File: config.mk
export PLATFORM = sky130hd
export DESIGN_NAME = pipe_hazard_ctrl_flat
export DESIGN_NICKNAME = d
export VERILOG_FILES = /design/src/rtl/pipe_hazard_ctrl_if.sv /design/src/rtl/pipe_hazard_ctrl.sv /design/src/flat_wrapper.sv
export SDC_FILE = /design/constraint.sdc
export NUM_CORES = 1
export LEC_CHECK = 0
export ABC_AREA = 1
export BUFFER_PORTS_ARGS = -buffer_cell sky130_fd_sc_hd__buf_2
export CELL_PAD_IN_SITES_DETAIL_PLACEMENT = 1
export CELL_PAD_IN_SITES_GLOBAL_PLACEMENT = 1
export CORE_ASPECT_RATIO = 0.5
export CORE_MARGIN = 2
export CORE_UTILIZATION = 35
export CTS_BUF_LIST = sky130_fd_sc_hd__clkbuf_4
export DETAILED_ROUTE_END_ITERATION = 8
export PLACE_DENSITY = 0.91
export SLEW_MARGIN = 10
export SYNTH_ARGS = -nofsm -noshare
export SYNTH_HDL_FRONTEND = slang
export SYNTH_SLANG_ARGS = --single-unit
File: constraint.sdc
create_clock -name clk -period 1.72 [get_ports clk]
set_input_delay 0.086 -clock clk [delete_from_list [all_inputs] [get_ports clk]]
set_output_delay 0.086 -clock clk [all_outputs]
set_load 0.02 [all_outputs]
File: src/rtl/pipe_hazard_ctrl_if.sv
// Hazard-controller bus: ID/EX hazard sources in, pipeline-register and PC
// enables out. The master side belongs to the datapath, the slave side to the controller.
interface pipe_hazard_ctrl_if;
   logic [4:0] id_Rn;
   logic [4:0] id_Rm;
   logic       id_usesRn;
   logic       id_usesRm;
   logic       ex_memRead;
   logic [4:0] ex_Rd;
   logic       ex_isMul;
   logic       ex_brTaken;

   logic       pcWrite;
   logic       ifid_write;
   logic       ifid_flush;
   logic       idex_write;
   logic       idex_bubble;
   logic       exmem_bubble;
   logic       mul_busy;

   modport master (
      output id_Rn, id_Rm, id_usesRn, id_usesRm, ex_memRead, ex_Rd, ex_isMul, ex_brTaken,
      input  pcWrite, ifid_write, ifid_flush, idex_write, idex_bubble, exmem_bubble, mul_busy
   );

   modport slave (
      input  id_Rn, id_Rm, id_usesRn, id_usesRm, ex_memRead, ex_Rd, ex_isMul, ex_brTaken,
      output pcWrite, ifid_write, ifid_flush, idex_write, idex_bubble, exmem_bubble, mul_busy
   );
endinterface

File: src/rtl/pipe_hazard_ctrl.sv
// Pipeline sequencing controller: load-use stalls, taken-branch flushes and
// multi-cycle MUL occupancy of EX, plus a saturating stall-cycle counter.
module pipe_hazard_ctrl #(
   parameter int MUL_LAT = 4,
   parameter int CNT_W   = 32
) (
   input  logic             clk,
   input  logic             reset,
   pipe_hazard_ctrl_if.slave hz,
   output logic [CNT_W-1:0] stall_cycles
);

   localparam int  CW     = $clog2(MUL_LAT + 1);
   localparam bit  MUL_EN = (MUL_LAT > 1);

   typedef enum logic {RUN, MULWAIT} state_t;

   state_t           state_q, state_d;
   logic [CW-1:0]    mul_cnt_q, mul_cnt_d;
   logic [CNT_W-1:0] stall_q, stall_d;

   logic pc_write, ifid_write, ifid_flush, idex_write, idex_bubble, exmem_bubble, mul_busy;
   logic load_use;

   // XZR is never a real producer, so it cannot create a hazard.
   assign load_use = hz.ex_memRead && (hz.ex_Rd != 5'd31) &&
                     ((hz.id_usesRn && (hz.id_Rn == hz.ex_Rd)) ||
                      (hz.id_usesRm && (hz.id_Rm == hz.ex_Rd)));

   always_comb begin
      pc_write     = 1'b1;
      ifid_write   = 1'b1;
      ifid_flush   = 1'b0;
      idex_write   = 1'b1;
      idex_bubble  = 1'b0;
      exmem_bubble = 1'b0;
      mul_busy     = 1'b0;
      state_d      = state_q;
      mul_cnt_d    = mul_cnt_q;

      if (reset) begin
         pc_write     = 1'b0;
         ifid_write   = 1'b0;
         ifid_flush   = 1'b1;
         idex_write   = 1'b0;
         idex_bubble  = 1'b1;
         exmem_bubble = 1'b1;
      end else begin
         case (state_q)
            RUN: begin
               if (hz.ex_brTaken) begin
                  ifid_flush  = 1'b1;
                  idex_bubble = 1'b1;
               end else if (hz.ex_isMul && MUL_EN) begin
                  pc_write     = 1'b0;
                  ifid_write   = 1'b0;
                  idex_write   = 1'b0;
                  exmem_bubble = 1'b1;
                  state_d      = MULWAIT;
                  mul_cnt_d    = CW'(MUL_LAT - 1);
               end else if (load_use) begin
                  pc_write    = 1'b0;
                  ifid_write  = 1'b0;
                  idex_bubble = 1'b1;
               end
            end
            MULWAIT: begin
               // EX is held by the MUL; its last cycle lets the result advance.
               mul_busy = 1'b1;
               if (mul_cnt_q > CW'(1)) begin
                  pc_write     = 1'b0;
                  ifid_write   = 1'b0;
                  idex_write   = 1'b0;
                  exmem_bubble = 1'b1;
                  mul_cnt_d    = mul_cnt_q - CW'(1);
               end else begin
                  state_d   = RUN;
                  mul_cnt_d = '0;
               end
            end
            default: state_d = RUN;
         endcase
      end

      stall_d = stall_q;
      if (!pc_write && (stall_q != {CNT_W{1'b1}}))
         stall_d = stall_q + CNT_W'(1);
   end

   always_ff @(posedge clk or posedge reset) begin
      if (reset) begin
         state_q   <= RUN;
         mul_cnt_q <= '0;
         stall_q   <= '0;
      end else begin
         state_q   <= state_d;
         mul_cnt_q <= mul_cnt_d;
         stall_q   <= stall_d;
      end
   end

   assign hz.pcWrite      = pc_write;
   assign hz.ifid_write   = ifid_write;
   assign hz.ifid_flush   = ifid_flush;
   assign hz.idex_write   = idex_write;
   assign hz.idex_bubble  = idex_bubble;
   assign hz.exmem_bubble = exmem_bubble;
   assign hz.mul_busy     = mul_busy;
   assign stall_cycles    = stall_q;

endmodule

File: src/flat_wrapper.sv
// flat-port wrapper written by rule: the top's interface ports become plain ports
module pipe_hazard_ctrl_flat 
#(
   parameter int MUL_LAT = 4,
   parameter int CNT_W   = 32
)
  (clk, reset, stall_cycles, hz_id_Rn, hz_id_Rm, hz_id_usesRn, hz_id_usesRm, hz_ex_memRead, hz_ex_Rd, hz_ex_isMul, hz_ex_brTaken, hz_pcWrite, hz_ifid_write, hz_ifid_flush, hz_idex_write, hz_idex_bubble, hz_exmem_bubble, hz_mul_busy);
  pipe_hazard_ctrl_if hz_i ();
  input  logic clk;
  input  logic reset;
  output logic [CNT_W-1:0] stall_cycles;
  input wire logic [$bits(hz_i.id_Rn)-1:0] hz_id_Rn;
  input wire logic [$bits(hz_i.id_Rm)-1:0] hz_id_Rm;
  input wire logic [$bits(hz_i.id_usesRn)-1:0] hz_id_usesRn;
  input wire logic [$bits(hz_i.id_usesRm)-1:0] hz_id_usesRm;
  input wire logic [$bits(hz_i.ex_memRead)-1:0] hz_ex_memRead;
  input wire logic [$bits(hz_i.ex_Rd)-1:0] hz_ex_Rd;
  input wire logic [$bits(hz_i.ex_isMul)-1:0] hz_ex_isMul;
  input wire logic [$bits(hz_i.ex_brTaken)-1:0] hz_ex_brTaken;
  output wire logic [$bits(hz_i.pcWrite)-1:0] hz_pcWrite;
  output wire logic [$bits(hz_i.ifid_write)-1:0] hz_ifid_write;
  output wire logic [$bits(hz_i.ifid_flush)-1:0] hz_ifid_flush;
  output wire logic [$bits(hz_i.idex_write)-1:0] hz_idex_write;
  output wire logic [$bits(hz_i.idex_bubble)-1:0] hz_idex_bubble;
  output wire logic [$bits(hz_i.exmem_bubble)-1:0] hz_exmem_bubble;
  output wire logic [$bits(hz_i.mul_busy)-1:0] hz_mul_busy;
  assign hz_i.id_Rn = hz_id_Rn;
  assign hz_i.id_Rm = hz_id_Rm;
  assign hz_i.id_usesRn = hz_id_usesRn;
  assign hz_i.id_usesRm = hz_id_usesRm;
  assign hz_i.ex_memRead = hz_ex_memRead;
  assign hz_i.ex_Rd = hz_ex_Rd;
  assign hz_i.ex_isMul = hz_ex_isMul;
  assign hz_i.ex_brTaken = hz_ex_brTaken;
  assign hz_pcWrite = hz_i.pcWrite;
  assign hz_ifid_write = hz_i.ifid_write;
  assign hz_ifid_flush = hz_i.ifid_flush;
  assign hz_idex_write = hz_i.idex_write;
  assign hz_idex_bubble = hz_i.idex_bubble;
  assign hz_exmem_bubble = hz_i.exmem_bubble;
  assign hz_mul_busy = hz_i.mul_busy;
  pipe_hazard_ctrl #(.MUL_LAT(MUL_LAT), .CNT_W(CNT_W)) u_core (.clk(clk), .reset(reset), .hz(hz_i), .stall_cycles(stall_cycles));
endmodule
[Word level (Yosys, flattened, before mapping)]
Cells that the tools add are included.
Word-level totals
  register bits after elaboration: 36
  bits of input ports: 22
  output and inout bits: 39
Cells by class
  add/sub/neg operators: 2
  order comparisons: 1
  eq/ne operators: 6
  muxes and demuxes: 29
  bitwise logic cells: 2
  reductions and logical operators: 8
Operator list (number)
  adder 32 x 1 -> 32 bit, second input constant: 1
  != test 32 bit, second input constant: 1
  2-to-1 mux 1 bit: 22
  equality test 5 bit: 2
  2-to-1 mux 3 bit: 3
  case mux 1 bit (2 select lines): 3
  case mux 3 bit (2 select lines): 1
  logical AND 1 bit: 5
  != test 5 bit, second input constant: 1
  != test 2 bit, second input constant: 2
  > comparator 3 x 1 -> 1 bit, second input constant: 1
  AND reduction 3 bit: 1
  subtractor 3 x 1 -> 3 bit, second input constant: 1
  NOT 1 bit: 2
  zero test 1 bit: 1
  logical OR 1 bit: 1

[Logic depth before layout (Yosys ltp)]
  depth in word-level cells: 11
  gate-level depth with buffers: 13

[Worst setup path after synthesis]
OpenSTA, ideal clock, no wires.
  kind: input-to-output
  start: input reset
  end: output hz_pcWrite
  arrival: 2283 ps
  data required time: 1634 ps
  path slack: -649 ps
  stages: 7
  cells stage by stage: inv_1 nand3_1 inv_1 nand2_2 buf_2 inv_1 buf_4
Between the ends
  word-level cells in the longest chain between the ends: 1
RTL lines
  start: declaration: line flat_wrapper.sv:10  | input logic reset;
  2-to-1 mux 1 bit
  end: declaration: line flat_wrapper.sv:20  | output wire logic [$bits(hz_i.pcWrite)-1:0] hz_pcWrite;
No other way between the ends.

[Worst setup path after layout]
  start: register u_core.stall_q[22] (netlist: u_core.stall_cycles[22])
  end: register u_core.stall_q[19] (netlist: u_core.stall_cycles[19])
Between the ends
  word-level cells in the longest chain between the ends: 2
RTL lines
  start: declaration: line pipe_hazard_ctrl.sv:20  | logic [CNT_W-1:0] stall_q, stall_d;
  start signal: assignment: line pipe_hazard_ctrl.sv:98  | stall_q <= stall_d;
  != test 32 bit: line pipe_hazard_ctrl.sv:86  | if (!pc_write && (stall_q != {CNT_W{1'b1}}))
  logical AND 1 bit: line pipe_hazard_ctrl.sv:86
No other way between the ends.
A chain may end at the register's enable or synchronous reset.

==> flow_summary.rst <==
.. list-table::
   :header-rows: 1

   * - Metric
     - Value
   * - Buffers added on ports
     - 60
   * - Worst path top cell family by delay
     - simple AND/OR/NAND/NOR gates
   * - Worst hold endpoint
     - u_core.mul_cnt_q[2]
   * - Fraction of registers with async set or reset after synthesis
     - 100.0%
   * - Synthesized netlist cell count
     - around 440
   * - Longest individual stage delay on the worst path
     - 530 ps
   * - Layout cell share with drive strength beyond 1
     - a little under half
   * - Yosys warning count
     - 0
   * - End of the worst register-to-register path
     - u_core.stall_cycles[19]
   * - Share of the core filled with cells
     - just under 60%
   * - Cell Rows
     - 22
   * - Via count
     - 3869
   * - Top FF cell, synth
     - sky130_fd_sc_hd__dfrtp_1
   * - Largest net degree at the start of global routing
     - 37
   * - Setup skew after layout
     - about 30 ps
   * - # setup viols final
     - 36
   * - Global-route usage over all layers
     - between 30% and 40%
   * - Final cell count without fillers
     - 660
   * - List of cells traversed by the critical path
     - nand2_1, nor3_1, buf_4, nand4_4, buf_12, nand2_8, buf_12, nand2_4, nand2_1
   * - DP HPWL
     - around 7700 um
   * - Violations in the final reports
     - setup timing
   * - Kind of end point of the critical path
     - register
   * - Hold Path Origin
     - hz_ex_isMul
   * - Area delta synth->final
     - 61.30%
   * - Sequential area share after synthesis
     - roughly a third
   * - Antenna Diode Count
     - 0
   * - Count of pins on the block boundary
     - 61
   * - 1st-pass router iterations
     - 5
   * - Normalized max-slew margin
     - 65.98%
   * - Critical path data arrival time
     - 2420 ps
   * - Area share of the largest cell type after synthesis
     - about a third
   * - Initial DRC count
     - roughly 340
   * - Cell count after placement
     - a little over 600
   * - Total standard cell area after synthesis
     - between 2000 and 3000 um2
   * - Startpoint types
     - register
   * - Reg-to-reg setup timing slack
     - -390 ps
   * - Post-Synthesis Net Count
     - 466
   * - Yosys cell types
     - 24
   * - Part of the cycle the worst path needs
     - 122.5%
   * - Final weighted congestion in routability-driven placement
     - 0.9443
   * - Post-layout instance area
     - 4402 um2
   * - DRC violation count after routing
     - 0
   * - Number of antenna violations at the first check in global routing
     - 0
   * - Sum of routed wire length over all layers
     - between 15000 and 20000 um
   * - Largest area contributor in the synthesized netlist
     - sky130_fd_sc_hd__dfrtp_1
   * - Setup ws final
     - -386.9 ps
   * - Vias in the first global route
     - ~3800
   * - Peak ir drop on the vdd network
     - 0.0007010 V
   * - Setup repair after global routing missed its margin
     - yes
   * - Startpoint of the most critical register-to-register path
     - u_core.stall_cycles[22]
   * - Filler cells
     - around 950
   * - Clk sink count
     - 36
   * - Instance area at placement
     - roughly 3400 um2
   * - Maximum fanout along the worst path
     - 8
   * - Actual slew at the worst max-slew pin
     - between 500 and 600 ps
   * - Detailed-route wire length per cell
     - around 24 um
   * - Final count of hold timing violations
     - 0
   * - Die boundary height
     - between 60 and 70 um
   * - Core area
     - 7432 um2
   * - Root Buffer Master
     - sky130_fd_sc_hd__clkbuf_4
   * - Number of CTS-inserted buffers
     - 5
   * - Number of storage elements in the synthesis netlist
     - 36
   * - Max-cap violations
     - 0
   * - Clock Tree Buf Depth
     - 2
   * - TritonCTS clock tree
     - built
   * - Final critical delay including setup and external delays
     - approximately 2100 ps
   * - Hold WC Path Type
     - input port to register
   * - Commonest cells post-synth
     - sky130_fd_sc_hd__nand2_1 (186), sky130_fd_sc_hd__inv_1 (52), sky130_fd_sc_hd__nand3_1 (49)
   * - Clock latency reported for the late side of the worst-skew pair
     - about 400 ps
   * - Outcome
     - finished, violations left
   * - Lkg Pwr
     - 2.472 nW
   * - Die W
     - about 130 um
   * - Power density normalized to cell area
     - between 900 and 1000 nW/um2
   * - Max Clk Rate
     - about 0.47 GHz
   * - DIE AREA
     - around 8600 um2
   * - Max-slew violation total from the final report
     - 0
   * - Wire length of the first global-routing pass
     - ~20000 um
   * - Congestion Overflow GR
     - 0
   * - Initial Utilization
     - ~37%
   * - Total buffers and inverters traversed by the critical path
     - 3
   * - Hold path depth
     - 4
   * - WS Path Type
     - register to register
   * - Data required time of the worst path
     - between 2000 and 2500 ps
   * - Nets
     - around 590
   * - Cell at the slowest stage of the critical path
     - sky130_fd_sc_hd__dfrtp_1
   * - Most common cell in the synthesized netlist
     - sky130_fd_sc_hd__nand2_1
   * - Number of cells traversed by the worst register-to-register path
     - 9
   * - Total number of H-tree levels
     - 2
   * - Drt via density
     - between 5 and 6
   * - Post-synthesis area per instance
     - 6.188 um2
   * - Top cells by area in the synthesized netlist
     - sky130_fd_sc_hd__dfrtp_1 (33%), sky130_fd_sc_hd__nand2_1 (26%), sky130_fd_sc_hd__nand3_1 (9.0%)
   * - Clock transition at the registers of the reported paths
     - approximately 150 ps
   * - Number of flops mapped to enable cells by yosys
     - 0
   * - Antenna violation net count after detailed routing
     - 0
## power by group
group,internal [W],leakage [nW],total (W),switching (W)
registers,0.000963,0.479,0.00111,0.000145
logic,0.00108,1.96,0.00259,0.00151
clock network,0.000151,0.0324,0.000534,0.000384
## layer usage
| metal | part of all wire, % | track usage (%) | up-vias |
|---|---|---|---|
| met3 | 10 | 5.583 | 107 |
| met5 | 0 | 0 | - |
| met1 | 38 | 39.18 | 1839 |
| met2 | 46 | 54.76 | 305 |
| met4 | 6.1 | 13.59 | 0 |
| li1 | - | - | 1618 |
## placed cells by master, fill, tap and decap left out, types with 3 or more instances in the layout
master / Yosys / routed
sky130_fd_sc_hd__buf_12: 0 / 6
sky130_fd_sc_hd__buf_16: 0 / 4
sky130_fd_sc_hd__buf_2: 6 / 55
sky130_fd_sc_hd__buf_4: 1 / 51
sky130_fd_sc_hd__buf_6: 3 / 5
sky130_fd_sc_hd__clkbuf_4: 0 / 5
sky130_fd_sc_hd__dfrtp_1: 36 / 30
sky130_fd_sc_hd__dfrtp_2: 0 / 6
sky130_fd_sc_hd__inv_1: 52 / 45
sky130_fd_sc_hd__inv_2: 1 / 5
sky130_fd_sc_hd__nand2_1: 186 / 125
sky130_fd_sc_hd__nand2_2: 2 / 34
sky130_fd_sc_hd__nand2_4: 1 / 29
sky130_fd_sc_hd__nand3_1: 49 / 32
sky130_fd_sc_hd__nand3_2: 1 / 15
sky130_fd_sc_hd__nand3_4: 0 / 3
sky130_fd_sc_hd__nand3b_1: 6 / 6
sky130_fd_sc_hd__nand4_1: 4 / 4
sky130_fd_sc_hd__nor2_1: 48 / 33
sky130_fd_sc_hd__nor2_2: 1 / 12
sky130_fd_sc_hd__nor2_4: 1 / 5
sky130_fd_sc_hd__nor3_1: 13 / 8
sky130_fd_sc_hd__nor3_2: 0 / 5
sky130_fd_sc_hd__o21ai_0: 7 / 6
sky130_fd_sc_hd__xor2_1: 13 / 12
## cells by family after synthesis
| family | share of synthesized area [%] |
|---|---|
| buffers and inverters | 9.904 |
| AND/OR/NAND/NOR | 48.78 |
| adder cells (fa/ha/maj) | 1.376 |
| flip-flops | 33.01 |
| XOR/XNOR | 4.814 |
| AO/OA/AOI/OAI | 2.109 |
## what timing repair did
item                       CTS  global route
setup buffers               14            10
hold buffers                 1             0
setup endpoints to repair   11            37
hold endpoints to repair    37             0
gates resized for setup     25           142
pin swaps                    6            25
cloned                       5             1
## sequential cells by signal (all words and copies together) (netlist names)
register             cells
u_core.state_q           1
u_core.stall_cycles     32
u_core.mul_cnt_q         3
## worst max-delay path by stage
| stage | from | endpoint | slack, ps | cells past startpoint |
|---|---|---|---|---|
| after floorplan | u_core.mul_cnt_q[1] | hz_pcWrite | -5 | 12 |
| after global placement | u_core.stall_cycles[12] | u_core.stall_cycles[31] | 80 | 9 |
| after detailed placement | u_core.stall_cycles[0] | u_core.stall_cycles[16] | -20 | 10 |
| after CTS | u_core.mul_cnt_q[0] | hz_pcWrite | -150 | 11 |
| after global routing | u_core.stall_cycles[22] | u_core.stall_cycles[19] | -450 | 9 |
| final | u_core.stall_cycles[22] | u_core.stall_cycles[19] | -390 | 9 |
## area by class of cell
cell class / count / area [um2] / share of cell area (%)
multi-input cells: 342 / 2095 / 47.58
repair buffers: 125 / 1010 / 22.94
flip-flops and latches: 36 / 908.4 / 20.64
inverters: 53 / 217.7 / 4.946
well taps: 96 / 120.1 / 2.729
clock buffers: 5 / 37.54 / 0.8528
clock inverters: 3 / 13.76 / 0.3127
## per-stage QoR
| stage | hold slack [ps] | TNS, ps | total power [W] | worst slack [ps] |
|---|---|---|---|---|
| 2_1_floorplan | 54.88 | -5.100 | 0.002003 | -5.100 |
| 3_3_place_gp | 327.4 | 0 | 0.002470 | 79.85 |
| 6_report | 95.32 | -11120 | 0.004230 | -386.9 |
| 4_1_cts | 143.8 | -2031 | 0.003428 | -148.6 |
| 3_5_place_dp | 337.1 | -17.13 | 0.002544 | -17.13 |
| 5_1_grt | 168.5 | -13540 | 0.004386 | -448.9 |
## worst reg2reg max path: stages (launching register included)
cell and delay [ps]:
sky130_fd_sc_hd__dfrtp_1 530, sky130_fd_sc_hd__nand2_1 190, sky130_fd_sc_hd__nor3_1 320, sky130_fd_sc_hd__buf_4 210, sky130_fd_sc_hd__nand4_4 170, sky130_fd_sc_hd__buf_12 190, sky130_fd_sc_hd__nand2_8 110, sky130_fd_sc_hd__buf_12 180
sky130_fd_sc_hd__nand2_4 70, sky130_fd_sc_hd__nand2_1 80
(Power assumes the default switching activity.)
